===== config.mk =====
export PLATFORM = sky130hd
export DESIGN_NAME = fetch_queue
export DESIGN_NICKNAME = d
export VERILOG_FILES = /design/src/rtl/fetch_pkg.sv /design/src/rtl/fetch_fifo.sv /design/src/rtl/fetch_queue.sv
export SDC_FILE = /design/constraint.sdc
export NUM_CORES = 1
export LEC_CHECK = 0
export CAP_MARGIN = 20
export CELL_PAD_IN_SITES_DETAIL_PLACEMENT = 1
export CELL_PAD_IN_SITES_GLOBAL_PLACEMENT = 2
export CORE_MARGIN = 3
export CORE_UTILIZATION = 37
export CTS_CLUSTER_SIZE = 40
export DETAILED_ROUTE_END_ITERATION = 6
export GPL_TIMING_DRIVEN = 0
export HOLD_SLACK_MARGIN = 0.12
export PLACE_DENSITY_LB_ADDON = 0.1
export SYNTH_ARGS = -nofsm -noshare
export SYNTH_HDL_FRONTEND = slang
export SYNTH_SLANG_ARGS = --single-unit

===== constraint.sdc =====
create_clock -name clk -period 2.9 [get_ports clk]
set_clock_uncertainty 0.1 [all_clocks]
set_input_delay 0.58 -clock clk [delete_from_list [all_inputs] [get_ports clk]]
set_output_delay 0.58 -clock clk [all_outputs]
set_load 0.03 [all_outputs]

===== src/rtl/fetch_pkg.sv =====
// Shared defaults for the instruction-fetch front end.
// The top level takes its parameter defaults from these constants.
package fetch_pkg;

  localparam int FETCH_INSTR_W = 24;
  localparam int FETCH_ADDR_W  = 16;
  localparam int FETCH_DEPTH   = 4;

endpackage


===== src/rtl/fetch_fifo.sv =====
// Prefetch FIFO holding {pc, instr} words.
// Flush has priority over push/pop. The head reads as zero when the FIFO is empty.
module fetch_fifo #(
  parameter  int W     = 40,
  parameter  int DEPTH = 4,
  localparam int PTR_W = $clog2(DEPTH),
  localparam int CNT_W = $clog2(DEPTH + 1)
) (
  input  logic             clk,
  input  logic             reset,
  input  logic             push,
  input  logic [W-1:0]     push_data,
  input  logic             pop,
  input  logic             flush,
  output logic [CNT_W-1:0] count,
  output logic [W-1:0]     head
);

  logic [W-1:0]     mem [DEPTH];
  logic [PTR_W-1:0] rd_ptr;
  logic [PTR_W-1:0] wr_ptr;
  logic             do_push;
  logic             do_pop;

  assign do_push = push & ~flush;
  assign do_pop  = pop & ~flush & (count != '0);

  // NOTE: the storage array has no reset; count masks stale entries, so only pointers need one.
  always_ff @(posedge clk) begin
    if (do_push) mem[wr_ptr] <= push_data;
  end

  always_ff @(posedge clk or negedge reset) begin
    if (!reset) begin
      rd_ptr <= '0;
      wr_ptr <= '0;
      count  <= '0;
    end else if (flush) begin
      rd_ptr <= '0;
      wr_ptr <= '0;
      count  <= '0;
    end else begin
      if (do_push) wr_ptr <= wr_ptr + PTR_W'(1);
      if (do_pop)  rd_ptr <= rd_ptr + PTR_W'(1);
      count <= count + CNT_W'(do_push) - CNT_W'(do_pop);
    end
  end

  assign head = (count != '0) ? mem[rd_ptr] : '0;

endmodule


===== src/rtl/fetch_queue.sv =====
// Instruction-fetch front end: PC generator, one-deep outstanding ROM request
// and a prefetch FIFO with decode stall and branch-redirect flush.
module fetch_queue
  import fetch_pkg::*;
#(
  parameter  int                INSTR_W  = FETCH_INSTR_W,
  parameter  int                ADDR_W   = FETCH_ADDR_W,
  parameter  int                DEPTH    = FETCH_DEPTH,
  parameter  logic [ADDR_W-1:0] RESET_PC = '0,
  localparam int                CNT_W    = $clog2(DEPTH + 1)
) (
  input  logic               clk,
  input  logic               reset,
  output logic [ADDR_W-1:0]  imem_addr,
  input  logic [INSTR_W-1:0] imem_rdata,
  input  logic               redirect_valid,
  input  logic [ADDR_W-1:0]  redirect_pc,
  input  logic               stall,
  output logic               out_valid,
  output logic [INSTR_W-1:0] out_instr,
  output logic [ADDR_W-1:0]  out_pc,
  output logic [CNT_W-1:0]   occupancy
);

  localparam int W = ADDR_W + INSTR_W;

  logic [ADDR_W-1:0] fetch_pc;
  logic [ADDR_W-1:0] pending_pc;
  logic              pending;
  logic              pop;
  logic              push;
  logic              issue;
  logic [CNT_W:0]    credit_used;
  logic [W-1:0]      head;

  assign out_valid = (occupancy != '0);
  assign pop       = out_valid & ~stall & ~redirect_valid;
  assign push      = pending & ~redirect_valid;

  // Entries held plus the in-flight word, minus what leaves this cycle, must
  // leave room for one more so the returning ROM word always has a slot.
  assign credit_used = {1'b0, occupancy} + (CNT_W+1)'(pending) - (CNT_W+1)'(pop);
  assign issue       = ~redirect_valid & (credit_used < (CNT_W+1)'(DEPTH));

  // NOTE: every register here is updated with non-blocking assignments so all flops see pre-edge values.
  always_ff @(posedge clk or negedge reset) begin
    if (!reset) begin
      fetch_pc   <= RESET_PC;
      pending    <= 1'b0;
      pending_pc <= '0;
    end else if (redirect_valid) begin
      fetch_pc <= redirect_pc;
      pending  <= 1'b0;
    end else begin
      pending <= issue;
      if (issue) begin
        pending_pc <= fetch_pc;
        fetch_pc   <= fetch_pc + ADDR_W'(1);
      end
    end
  end

  assign imem_addr = fetch_pc;

  fetch_fifo #(
    .W     (W),
    .DEPTH (DEPTH)
  ) u_fifo (
    .clk       (clk),
    .reset     (reset),
    .push      (push),
    .push_data ({pending_pc, imem_rdata}),
    .pop       (pop),
    .flush     (redirect_valid),
    .count     (occupancy),
    .head      (head)
  );

  assign out_pc    = head[W-1:INSTR_W];
  assign out_instr = head[INSTR_W-1:0];

endmodule


==> flow_metrics.env, run 1 <==
export IMPL_status="finished clean"
export IMPL_setup_ws_ns=0.0471
export IMPL_hold_violations=0
export IMPL_rows=54
export IMPL_synth_edf_count=160
export IMPL_synthTopCellsByArea="edfxtp_1, dfrtp_1, mux4_2"
export IMPL_max_freq_mhz=351
export IMPL_diodes=0
export IMPL_fin_crit_sh=0.984
export IMPL_grt_pass1_vias=4998
export IMPL_clkTransAtPathRegs_ns=0.08
export IMPL_synth_compound_area_share=0.0300
export IMPL_cts_inserted_buffers=17
export IMPL_final_nets=660
export IMPL_tightest_slew_ns=0.608
export IMPL_synth_area_mux_share=0.143
export IMPL_finalNonFillerCells=897
export IMPL_area_growth_synth_to_final_pct=30.4
export IMPL_routabilityCongestion=0.714
export IMPL_placed_cells=839
export IMPL_core_area_um2=21900
export IMPL_crit_path_cell_trace="nor3_4, buf_12, clkbuf_16, nor3_4, ha_2, inv_2, ha_4, nand4bb_4, a21o_4, a21oi_4, nor2b_4, buf_8, clkbuf_16, mux2_4"
export IMPL_max_cap_violations=0
export IMPL_path_class="flip-flop to flip-flop"
export IMPL_final_max_slew_viol_count=0
export IMPL_wl_per_cell_um=20.3
export IMPL_viasPerCell=4.96
export IMPL_netlist_top_cells_count="edfxtp_1, nor2b_1, dfrtp_1, mux4_2, nand2_1"
export IMPL_worst_r2r_setup_slack_ns=0.05
export IMPL_io_pin_count=104
export IMPL_grt_max_degree=25
export IMPL_rsz0062_at_grt="yes"
export IMPL_period_minus_slack_ns=2.85
export IMPL_syn_area_um2=8270
export IMPL_maxSlewHeadroom=0.595
export IMPL_synth_cell_types=38
export IMPL_clk_latency_ns=0.43
export IMPL_synth_warnings=0
export IMPL_crit_family="buffers and inverters"
export IMPL_cpPeakStageDelay_ns=0.43
export IMPL_synth_top_cell_by_area="edfxtp_1"
export IMPL_hold_path_class="flip-flop to flip-flop"
export IMPL_wl_mm=18.2
export IMPL_ys_seq_elements=200
export IMPL_max_vdd_ir_drop_v=0.000440
export IMPL_vias=4446
export IMPL_power_density_nw_per_um2=989
export IMPL_crit_path_top_delay_cell="dfrtp_2"
export IMPL_synth_fp_nets=507
export IMPL_syn_area_per_cell_um2=18.3
export IMPL_start_util=0.378
export IMPL_antenna_found_initial=0
export IMPL_port_buffers=103
export IMPL_place_hpwl_mm=11.8
export IMPL_synth_xor_area_share=0.0201
export IMPL_finalSetupViolations=0
export IMPL_critPathMaxFanout=7
export IMPL_synth_top_family_by_area="multiplexers"
export IMPL_p_leak_nw=3.78
export IMPL_synth_ff_type="edfxtp_1"
export IMPL_cts_tree="done"
export IMPL_synthMostInstantiatedCell="edfxtp_1"
export IMPL_drcViolationCount=0
export IMPL_firstDrtPassIters=4
export IMPL_clock_sinks=200
export IMPL_ant_nets=0
export IMPL_cts_root_buffer="clkbuf_16"
export IMPL_worst_path_buf_inv=5
export IMPL_end_kind="flip-flop"
export IMPL_ys_seq_area_frac=0.702
export IMPL_required_ns=3.11
export IMPL_synth_fa_ha_area_frac=0.0191
export IMPL_drive_gt1_frac=0.329
export IMPL_gr_total_overflow=0
export IMPL_clock_path_buffers=2
export IMPL_synth_async_reset_ratio=0.200
export IMPL_die_w_um=156
export IMPL_yosys_area_top_type_share=0.581
export IMPL_syn_inst=451
export IMPL_ctsHtreeMaxLevel=4
export IMPL_dp_slack_ns=-0.903
export IMPL_start_kind="flip-flop"
export IMPL_die_area_um2=24200
export IMPL_arrival_ns=3.07
export IMPL_die_height_um=156
export IMPL_grt_first_pass_wirelength_mm=28.3
export IMPL_track_usage=0.155
export IMPL_drt_iter0_drc=213
export IMPL_synth_simple_gate_area_frac=0.0675
[area by class of cell]
cell class                      instances  area (um^2)
Fill cell                            2097        11100
Sequential cell                       200         5810
Multi-Input combinational cell        218         2490
Timing Repair Buffer                  136         1290
Clock buffer                           18          429
Tap cell                              280          350
Buffer                                 21          238
Clock inverter                         14          134
Inverter                               10         37.5
[stage by stage]
stage / setup TNS, ns / hold slack, ns / cell area [um^2] / power (mW) / util
finish: 0 / 0.432 / 10800 / 10.7 / 0.493
global route: -0.916 / 0.467 / 10800 / 11.2 / 0.493
CTS: 0 / 0.430 / 10600 / 10.5 / 0.484
detailed placement: -37.36 / 0.411 / 9840 / 8.01 / 0.450
global placement: -201.81 / 0.392 / 9740 / 7.89 / 0.445
floorplan: -0.574 / 0.184 / 8360 / 6.54 / -
[report_power, final]
group / internal, mW / switching (mW)
registers: 3.60 / 0.311
logic: 2.12 / 2.37
clock network: 1.14 / 1.11
total: 6.87 / 3.79
[what timing repair did]
| action | in CTS | in global routing |
|---|---|---|
| buffers inserted | 17 | 8 |
| gates cloned | 0 | 2 |
| pin swaps | 8 | 6 |
| endpoints found under the setup margin | 74 | 48 |
| hold buffers | 1 | 0 |
| endpoints found under the hold margin | 16 | 0 |
| gates resized for setup | 123 | 43 |
[state kept, by name (all words and copies together) (netlist names)]
| register | cells |
|---|---|
| u_fifo.rd_ptr | 2 |
| pending | 1 |
| u_fifo.wr_ptr | 2 |
| imem_addr | 16 |
| u_fifo.mem | 160 |
| pending_pc | 16 |
| u_fifo.count | 3 |
[path summary, 6_finish.rpt]
path,start,depth (start not counted),endpoint
worst max-delay path,u_fifo.count[2],14,pending_pc[2]
worst min-delay path,pending_pc[5],0,u_fifo.mem[2][29]
worst max register to register,u_fifo.count[2],14,pending_pc[2]
worst min register to register,pending_pc[5],0,u_fifo.mem[2][29]
max in group asynchronous,reset,3,u_fifo.rd_ptr[0]
min in group asynchronous,reset,2,imem_addr[6]
[placed cells by master (no fill, tap or decap), types with 8 or more instances in the layout]
cell type        count
edfxtp_1           160
clkdlybuf4s50_1     59
nor2b_1             43
mux4_2              40
dfrtp_1             36
buf_4               28
clkbuf_16           21
nand2_1             20
clkbuf_2            15
dlygate4sd2_1       14
mux2_4              13
xnor2_1             13
o21ai_0             11
inv_1                9
ha_1                 9
buf_2                9
a211oi_2             8
[routing by layer]
layer  global-route usage  part of all wire  vias up
met5                    0                 0        -
met2                0.266              0.52       93
met3               0.0300             0.033       17
met1                0.203              0.44     2286
li1                     -                 -     2050
met4               0.0450             0.013        0
[worst register-to-register path: stages (launching register included)]
cell	delay [ns]
dfrtp_2	0.43
nor3_4	0.23
buf_12	0.14
clkbuf_16	0.13
nor3_4	0.04
ha_2	0.17
inv_2	0.06
ha_4	0.14
nand4bb_4	0.14
a21o_4	0.25
a21oi_4	0.14
nor2b_4	0.17
buf_8	0.14
clkbuf_16	0.16
mux2_4	0.29
[kinds of logic (layout without fill, tap and decap cells)]
| logic type | count (synthesis) | after routing |
|---|---|---|
| buf+inv | 33 | 199 |
| xor+xnor | 19 | 19 |
| compound gates | 29 | 29 |
| simple gates | 96 | 96 |
| fa+ha+maj | 12 | 12 |
| flops | 200 | 200 |
| mux | 62 | 62 |
No activity file was read; power rests on OpenSTA's default activity.
==> run 2: changes to the inputs <==
Settings changed: SETUP_SLACK_MARGIN from default to 0.2.
==> run 2 against run 1 <==
The run now ends with negative setup slack left; critical path depth is 1 higher; combinational power grew 26%; global-route usage down 0.21 points; design area is 5.8% higher; hold slack worse by 0.0075 ns; die area stayed put; wire length increased by 0.13%; sequential cell count stayed put; maximum frequency decreased by 3.7%; via count up 1.2%; total power increased by 12%.
==> flow_metrics.env, run 2 (synthesized netlist as in run 1, its figures left out) <==
export IMPL_max_freq_mhz=337
export IMPL_power_density_nw_per_um2=1050
export IMPL_die_height_um=156
export IMPL_wl_per_cell_um=20.0
export IMPL_multi_input_area_um2=2710
export IMPL_io_pin_count=104
export IMPL_final_cell_mix="edfxtp_1, clkdlybuf4s50_1, mux4_2"
export IMPL_combPwrFrac=0.472
export IMPL_seqCellArea_um2=5810
export IMPL_n_fill_cell=2031
export IMPL_diodes=0
export IMPL_violations="negative setup slack"
export IMPL_die_w_um=156
export IMPL_cpMostUsedCell="buf_12"
export IMPL_antenna_found_initial=0
export IMPL_tightest_slew_ns=0.568
export IMPL_clk_latency_ns=0.42
export IMPL_critPathMaxFanout=10
export IMPL_p_leak_nw=4.03
export IMPL_path_class="input pin to flip-flop"
export IMPL_r2r_start="u_fifo.count[1]"
export IMPL_area_growth_synth_to_final_pct=38.0
export IMPL_grt_max_degree=27
export IMPL_crit_path_cell_trace="clkdlybuf4s15_2, clkbuf_16, buf_8, nor3_4, ha_2, inv_2, ha_4, nand4bb_4, a21o_4, a21oi_4, nor2b_4, buf_6, buf_12, buf_12, mux2_4"
export IMPL_r2r_end="pending_pc[14]"
export IMPL_drive_gt1_frac=0.407
export IMPL_p_int_mw=7.78
export IMPL_clock_path_buffers=2
export IMPL_crit_family="buffers and inverters"
export IMPL_clock_sinks=200
export IMPL_final_max_slew_viol_count=0
export IMPL_crit_cells=15
export IMPL_total_power_mw=12.0
export IMPL_port_buffers=103
export IMPL_top_register="u_fifo.mem"
export IMPL_gr_total_overflow=0
export IMPL_firstDrtPassIters=5
export IMPL_drt_iter0_drc=248
export IMPL_track_usage=0.153
export IMPL_reg2regPathDepth=12
export IMPL_routabilityCongestion=0.687
export IMPL_swShare=0.350
export IMPL_final_util=0.521
export IMPL_power_switching_mw=4.18
export IMPL_maxSlewHeadroom=0.621
export IMPL_cts_inserted_buffers=17
export IMPL_cts_tree="done"
export IMPL_place_hpwl_mm=11.6
export IMPL_rows=54
export IMPL_die_area_um2=24200
export IMPL_crit_path_top_delay_cell="mux2_4"
export IMPL_finalSetupViolations=10
export IMPL_hold_violations=0
export IMPL_cts_root_buffer="clkbuf_16"
export IMPL_ant_nets=0
export IMPL_viasPerCell=4.93
export IMPL_clkTransAtPathRegs_ns=0.08
export IMPL_final_nets=675
export IMPL_period_minus_slack_ns=2.96
export IMPL_max_vdd_ir_drop_v=0.000437
export IMPL_max_cap_violations=0
export IMPL_largest_reg_flops=160
export IMPL_start_util=0.378
export IMPL_wl_mm=18.3
export IMPL_fin_crit_sh=1.02
export IMPL_drcViolationCount=0
export IMPL_status="finished with violations"
export IMPL_min_from="pending_pc[4]"
export IMPL_rsz0062_at_grt="yes"
export IMPL_power_frac_seq=0.326
export IMPL_ctsHtreeMaxLevel=4
export IMPL_core_area_um2=21900
export IMPL_vias=4499
export IMPL_arrival_ns=3.17
export IMPL_required_ns=3.11
export IMPL_pwr_share_clk=0.202
export IMPL_start_kind="input pin"
export IMPL_hold_depth=0
export IMPL_worst_path_buf_inv=7
export IMPL_end_kind="flip-flop"
export IMPL_hold_end="u_fifo.mem[2][28]"
export IMPL_grt_first_pass_wirelength_mm=28.2
export IMPL_layout_commonest_cell="edfxtp_1"
export IMPL_holdWs_ns=0.425
export IMPL_hold_path_class="flip-flop to flip-flop"
export IMPL_cpPeakStageDelay_ns=0.29
export IMPL_grt_pass1_vias=5016
export IMPL_worst_r2r_setup_slack_ns=-0.03
export IMPL_setup_ws_ns=-0.0639
-- run 2: changes by cell type in the layout (fill, tap and decap cells not counted), moves of 9 or more --
| cell | change |
|---|---|
| buf_12 | +9 |
| buf_6 | +31 |
| clkbuf_2 | -11 |
| dlygate4sd2_1 | -11 |
| nor2b_1 | -23 |
| nor2b_4 | +22 |
| o21ai_0 | -10 |
| o21ai_1 | +10 |
-- run 2: metrics by stage --
| stage | TNS [ns] | setup WS [ns] | instances | cell area (um^2) |
|---|---|---|---|---|
| floorplan | -0.574 | -0.0638 | 451 | 8420 |
| global placement | -200.40 | -1.08 | 834 | 9800 |
| detailed placement | -31.08 | -0.901 | 839 | 9910 |
| CTS | -0.235 | -0.0377 | 898 | 10900 |
| global route | -2.78 | -0.159 | 912 | 11400 |
| finish | -0.427 | -0.0639 | 912 | 11400 |
-- run 2: power by group through the flow --
stage | logic [mW] | clock network, mW | registers [mW]
6_report | 5.65 | 2.41 | 3.90
5_1_grt | 5.99 | 2.61 | 3.95
4_1_cts | 4.79 | 2.48 | 3.90
3_5_place_dp | 4.10 | 0 | 3.97
3_3_place_gp | 4.02 | 0 | 3.94
2_1_floorplan | 2.64 | 0 | 3.97
-- run 2: repair_timing --
action | CTS | global route
hold buffers | 1 | 0
pin swaps | 13 | 13
endpoints found under the setup margin | 75 | 69
endpoints found under the hold margin | 16 | 0
buffers inserted | 25 | 11
gates cloned | 1 | 3
gates resized for setup | 247 | 146
-- run 2: area by class of cell --
class | count | share of cell area
flip-flops and latches | 200 | 0.509
multi-input cells | 218 | 0.237
repair buffers | 149 | 0.138
clock buffers | 17 | 0.0373
well taps | 280 | 0.0307
plain buffers | 23 | 0.0265
clock inverters | 15 | 0.0175
inverters | 10 | 0.00329
-- run 2: how the worst max path moves through the flow --
stage | start | to | slack, ns
5_1_grt | u_fifo.count[1] | pending_pc[14] | -0.16
4_1_cts | u_fifo.count[0] | pending_pc[15] | -0.04
6_report | redirect_valid | pending_pc[14] | -0.06
3_3_place_gp | redirect_valid | u_fifo.mem[0][15] | -1.08
2_1_floorplan | redirect_valid | pending_pc[0] | -0.06
3_5_place_dp | redirect_valid | pending_pc[14] | -0.90
-- run 2: metal layers --
metal | routed length [um] | vias up | GRT usage
met2 | 9570 | 95 | 0.268
met4 | 99 | 0 | 0.0313
li1 | - | 2067 | -
met5 | 0 | - | 0
met3 | 570 | 7 | 0.0345
met1 | 8020 | 2330 | 0.198
-- run 2: worst reg2reg max path: stages, from the launching register on --
cell and delay, ns:
dfrtp_2 0.43, buf_4 0.14, buf_4 0.14, inv_1 0.16, ha_1 0.33, nand4bb_4 0.28
a21o_4 0.26, a21oi_4 0.17, nor2b_4 0.16, buf_6 0.12, buf_12 0.12, buf_12 0.12
mux2_4 0.29
==> run 3: changes to the inputs <==
Settings changed: HOLD_SLACK_MARGIN 0.12 to default.
==> results of run 3 <==
The final DEF is identical to that of run 2; final timing and power are the same.
